$ cat config.mk
export PLATFORM = sky130hd
export DESIGN_NAME = sub_share_arbiter
export DESIGN_NICKNAME = d
export VERILOG_FILES = /design/src/rtl/sub_share_arbiter.sv
export SDC_FILE = /design/constraint.sdc
export NUM_CORES = 1
export LEC_CHECK = 0
export BUFFER_PORTS_ARGS = -buffer_cell sky130_fd_sc_hd__buf_2
export CELL_PAD_IN_SITES_DETAIL_PLACEMENT = 0
export CELL_PAD_IN_SITES_GLOBAL_PLACEMENT = 1
export CORE_UTILIZATION = 30
export CTS_CLUSTER_SIZE = 28
export DETAILED_ROUTE_END_ITERATION = 6
export PLACE_DENSITY = 0.77
export SYNTH_ARGS = -nofsm -noshare
export SYNTH_HDL_FRONTEND = slang
export SYNTH_SLANG_ARGS = --single-unit
export TNS_END_PERCENT = 30
$ cat constraint.sdc
create_clock -name clk -period 6.3 [get_ports clk]
set_input_delay 0.315 -clock clk [delete_from_list [all_inputs] [get_ports clk]]
set_output_delay 0.315 -clock clk [all_outputs]
set_load 0.01 [all_outputs]
$ cat src/rtl/sub_share_arbiter.sv
// sub_share_arbiter: shares one 16-bit ripple subtractor between NREQ
// requesters. A round-robin arbiter picks one requester at a time, and the
// request and response ports both use a valid/ready handshake.
// The FSM steps through IDLE (arbitrate and latch), EXEC (subtract and
// register the result) and RESP (hold the result until it is accepted).
// Optional feature: define SUB_ARB_SAT_EN to clamp underflowing results to 0.
module sub_share_arbiter #(
    parameter  int NREQ = 4,
    localparam int ID_W = $clog2(NREQ)
) (
    input  logic                 clk,
    input  logic                 rst_n,
    input  logic [NREQ-1:0]      req_valid,
    output logic [NREQ-1:0]      req_ready,
    input  logic [NREQ*16-1:0]   req_a,
    input  logic [NREQ*16-1:0]   req_b,
    output logic                 rsp_valid,
    input  logic                 rsp_ready,
    output logic [ID_W-1:0]      rsp_id,
    output logic [15:0]          rsp_diff,
    output logic                 rsp_borrow
);

    typedef enum logic [1:0] {
        IDLE = 2'd0,
        EXEC = 2'd1,
        RESP = 2'd2
    } state_t;

    state_t            state;
    state_t            state_next;

    logic [ID_W-1:0]   rr_ptr;
    logic [ID_W-1:0]   lat_id;
    logic [15:0]       op_a;
    logic [15:0]       op_b;

    logic [ID_W:0]     cand_sum;
    logic [ID_W-1:0]   grant_idx;
    logic              grant_found;
    logic [NREQ-1:0]   grant_oh;
    logic              handshake;
    logic [15:0]       sel_a;
    logic [15:0]       sel_b;

    logic [15:0]       sub_diff;
    logic              carry;
    logic              carry_out;
    logic [15:0]       result_diff;

    // Round-robin search: first valid requester starting just above rr_ptr, wrapping.
    always_comb begin
        cand_sum    = '0;
        grant_idx   = '0;
        grant_found = 1'b0;
        for (int i = 1; i <= NREQ; i++) begin
            cand_sum = {1'b0, rr_ptr} + (ID_W+1)'(i);
            if (cand_sum >= (ID_W+1)'(NREQ)) begin
                cand_sum = cand_sum - (ID_W+1)'(NREQ);
            end
            if (!grant_found && req_valid[cand_sum[ID_W-1:0]]) begin
                grant_found = 1'b1;
                grant_idx   = cand_sum[ID_W-1:0];
            end
        end
    end

    // One-hot grant, offered only while idle; selects the winner's operands.
    always_comb begin
        grant_oh  = grant_found ? (NREQ'(1) << grant_idx) : '0;
        req_ready = (state == IDLE) ? grant_oh : '0;
        handshake = (state == IDLE) && grant_found;
        sel_a     = req_a[16*grant_idx +: 16];
        sel_b     = req_b[16*grant_idx +: 16];
    end

    // Ripple subtractor a + ~b + 1; final carry is 1 when a >= b.
    always_comb begin
        carry    = 1'b1;
        sub_diff = '0;
        for (int i = 0; i < 16; i++) begin
            sub_diff[i] = op_a[i] ^ ~op_b[i] ^ carry;
            carry       = (op_a[i] & ~op_b[i]) | (op_a[i] & carry) | (~op_b[i] & carry);
        end
        carry_out = carry;
    end

    // Result shaping: wrap by default, or clamp to zero on underflow.
    always_comb begin
`ifdef SUB_ARB_SAT_EN
        result_diff = carry_out ? sub_diff : 16'h0000;
`else
        result_diff = sub_diff;
`endif
    end

    // State register.
    always_ff @(posedge clk or negedge rst_n) begin
        if (!rst_n) begin
            state <= IDLE;
        end else begin
            state <= state_next;
        end
    end

    // Next-state logic.
    always_comb begin
        state_next = state;
        case (state)
            IDLE:    if (handshake) state_next = EXEC;
            EXEC:    state_next = RESP;
            RESP:    if (rsp_ready) state_next = IDLE;
            default: state_next = IDLE;
        endcase
    end

    // Operand capture at the handshake, result registration in EXEC, response valid.
    always_ff @(posedge clk or negedge rst_n) begin
        if (!rst_n) begin
            op_a       <= '0;
            op_b       <= '0;
            lat_id     <= '0;
            rr_ptr     <= ID_W'(NREQ-1);
            rsp_valid  <= 1'b0;
            rsp_id     <= '0;
            rsp_diff   <= '0;
            rsp_borrow <= 1'b0;
        end else begin
            if (handshake) begin
                op_a   <= sel_a;
                op_b   <= sel_b;
                lat_id <= grant_idx;
                rr_ptr <= grant_idx;
            end
            if (state == EXEC) begin
                rsp_diff   <= result_diff;
                rsp_borrow <= ~carry_out;
                rsp_id     <= lat_id;
                rsp_valid  <= 1'b1;
            end else if ((state == RESP) && rsp_ready) begin
                rsp_valid  <= 1'b0;
            end
        end
    end

endmodule

==> flow_metrics.env <==
export IMPL_syn_avg_cell_area_um2=10.4
export IMPL_maxSlewViolCount=0
export IMPL_crit_chain="ha_2 -> fa_2 -> fa_2 -> fa_2 -> fa_2 -> fa_2 -> fa_2 -> fa_2 -> fa_2 -> fa_2 -> fa_2 -> fa_2 -> fa_2 -> fa_2 -> fa_2 -> fa_1 -> mux2_2"
export IMPL_mostFrequentLayoutCells="buf_2 (158), mux2i_1 (65), nor4b_1 (64), dfrtp_1 (56), nand2_1 (46)"
export IMPL_powerDensity_nw_per_um2=490
export IMPL_synth_seq_cells=58
export IMPL_die_w_um=118
export IMPL_cts_num_sinks=58
export IMPL_root_buffer="clkbuf_16"
export IMPL_gp_congestion=0.736
export IMPL_cts_tree="built"
export IMPL_leakage_nw=2.41
export IMPL_synth_nets=535
export IMPL_worst_path_largest_cell_delay_ns=0.39
export IMPL_cts_made_buffers=9
export IMPL_routedWlPerCell_um=17.0
export IMPL_yosysSeqAreaShare=0.363
export IMPL_grt_max_degree=68
export IMPL_critical_path_endpoint="rsp_borrow$_DFFE_PN0P_"
export IMPL_yosys_warnings=0
export IMPL_arrival_ns=6.37
export IMPL_netlist_instances=384
export IMPL_die_y_um=118
export IMPL_critical_path_max_fanout=2
export IMPL_ff2ff_path_depth=17
export IMPL_first_iter_violations=213
export IMPL_htreeDepth=3
export IMPL_slew_headroom=0.373
export IMPL_fin_crit_sh=0.979
export IMPL_drt_total_wl_um=11900
export IMPL_crit_path_start="op_b[0]$_DFFE_PN0P_"
export IMPL_r2r_start="op_b[0]$_DFFE_PN0P_"
export IMPL_fmax_ghz=0.162
export IMPL_syn_area_um2=4010
export IMPL_drive_gt1_frac=0.395
export IMPL_syn_to_final_growth_pct=30.4
export IMPL_firstDrtPassIters=4
export IMPL_rsz0062_at_grt="yes"
export IMPL_cap_violations=0
export IMPL_path_class="reg2reg"
export IMPL_antenna_found_initial=2
export IMPL_final_common_cell="buf_2"
export IMPL_grt_use_total=0.175
export IMPL_hpwl_um=8660
export IMPL_clk_latency_ns=0.32
export IMPL_portBuffers=158
export IMPL_ys_types=32
export IMPL_grt_pass1_wl_um=18900
export IMPL_setup_ws_ns=0.134
export IMPL_drcViolationCount=0
export IMPL_via_per_inst=4.98
export IMPL_n_fill_cell=1285
export IMPL_outcome="finished clean"
export IMPL_reg2reg_slack_ns=0.13
export IMPL_fin_setup_tns_ns=0
export IMPL_finalHoldViolations=0
export IMPL_start_kind="flop"
export IMPL_instances_no_fill=699
export IMPL_cp_required_ns=6.50
export IMPL_setup_viol_count_final=0
export IMPL_core_um2=12800
export IMPL_grt_overflow=0
export IMPL_clockBufferDepth=2
export IMPL_ant_nets=0
export IMPL_hold_class="in2async"
export IMPL_fin_skew_ns=0.00548
export IMPL_crit_slowest_cell="dfrtp_1"
export IMPL_crit_top_cell="fa_2"
export IMPL_fin_crit_ns=6.17
export IMPL_dp_cells=682
export IMPL_vias=3483
export IMPL_start_util=0.312
export IMPL_r2r_end="rsp_borrow$_DFFE_PN0P_"
export IMPL_io_pins=159
export IMPL_rows=41
export IMPL_hold_buffers=0
export IMPL_clk_pin_slew_ns=0.05
export IMPL_die_area_um2=13800
export IMPL_finish_utilization=0.407
export IMPL_tightestPinTransition_ns=0.937
export IMPL_first_global_vias=3510
export IMPL_endpoint_kind="flop"
export IMPL_fin_nets=672
export IMPL_ir_drop_mv=0.149
export IMPL_dp_slack_ns=-0.237
-- sequential cells by signal, summed over array words and instances, names as in the netlist --
signal / flops
rsp_borrow: 1
rsp_diff: 16
lat_id: 2
rsp_valid: 1
op_b: 16
op_a: 16
rsp_id: 2
state: 2
rr_ptr: 2
-- routing by layer --
metal / share of wire / up-vias / track usage
met5: 0.0011 / - / 0
met4: 0.0086 / 2 / 0.0409
met3: 0.073 / 10 / 0.0426
met2: 0.43 / 122 / 0.260
met1: 0.48 / 1651 / 0.253
li1: - / 1698 / -
-- metrics by stage --
| step | hold WS (ns) | instance area (um2) | power (mW) |
|---|---|---|---|
| after floorplan | 0.0194 | 4020 | 1.69 |
| after global placement | 0.456 | 4880 | 2.01 |
| after detailed placement | 0.461 | 4880 | 2.05 |
| after CTS | 0.181 | 5220 | 2.60 |
| after global routing | 0.217 | 5220 | 2.79 |
| final | 0.146 | 5230 | 2.56 |
-- cell usage after synthesis, drive strengths merged --
| master | n | area share |
|---|---|---|
| a21boi | 1 | 0.0019 |
| a21oi | 3 | 0.0037 |
| buf | 32 | 0.057 |
| clkbuf | 8 | 0.0075 |
| dfrtp | 56 | 0.35 |
| dfstp | 2 | 0.013 |
| fa | 15 | 0.075 |
| ha | 1 | 0.0031 |
| inv | 18 | 0.017 |
| mux2 | 3 | 0.0084 |
| mux2i | 65 | 0.16 |
| nand2 | 47 | 0.045 |
| nand2b | 5 | 0.0078 |
| nor2 | 4 | 0.0037 |
| nor2b | 1 | 0.0016 |
| nor3 | 2 | 0.0025 |
| nor4b | 64 | 0.14 |
| o211ai | 17 | 0.032 |
| o21ai | 19 | 0.025 |
| o21ba | 1 | 0.0025 |
| o21bai | 1 | 0.0019 |
| o221ai | 16 | 0.035 |
| o22ai | 1 | 0.0016 |
| o2bb2ai | 1 | 0.0022 |
| or4 | 1 | 0.0019 |
-- power breakdown --
group          internal (mW)  switching, mW  leakage [nW]
Combinational          0.536          0.808          1.54
Clock                  0.355          0.168         0.156
Sequential             0.573          0.123         0.710
Total                   1.46           1.10          2.41
-- worst min path at each step --
stage / cells past startpoint / end / startpoint / slack, ns
floorplan: 0 / lat_id[0]$_DFFE_PN0P_ / rst_n / 0.02
global placement: 2 / lat_id[0]$_DFFE_PN0P_ / lat_id[0]$_DFFE_PN0P_ / 0.46
detailed placement: 2 / lat_id[1]$_DFFE_PN0P_ / lat_id[1]$_DFFE_PN0P_ / 0.46
CTS: 2 / rsp_valid$_DFFE_PN0P_ / rst_n / 0.18
global route: 2 / rsp_valid$_DFFE_PN0P_ / rst_n / 0.22
finish: 2 / rsp_valid$_DFFE_PN0P_ / rst_n / 0.15
-- kinds of logic after synthesis --
family,Yosys count,share of synthesized area
AOI/OAI and AO/OA,60,0.105
adders and majority gates,16,0.0781
buffers and inverters,58,0.0809
DFF,58,0.363
muxes,68,0.171
and+or+nand+nor,124,0.202
-- final cells by class --
class,instances,area [um2],share of cell area
Clock inverter,5,77.6,0.0148
Timing Repair Buffer,166,851,0.163
Sequential cell,58,1450,0.278
Multi-Input combinational cell,268,2310,0.443
Antenna cell,1,2.50,0.000479
Inverter,18,67.6,0.0129
Tap cell,172,215,0.0412
Clock buffer,11,243,0.0465
-- worst max-delay path: cells and delay by family, from the launching register on --
family	cells	cell delay, ns
adders and majority gates	16	5.38
DFF	1	0.39
muxes	1	0.26
-- timing repair --
| item | in CTS | in global routing |
|---|---|---|
| endpoints found under the setup margin | 2 | 2 |
| resized for setup | 5 | 3 |
| hold endpoints to repair | 0 | 0 |
| buffers inserted | 0 | 0 |
No activity file was read; power rests on OpenSTA's default activity.
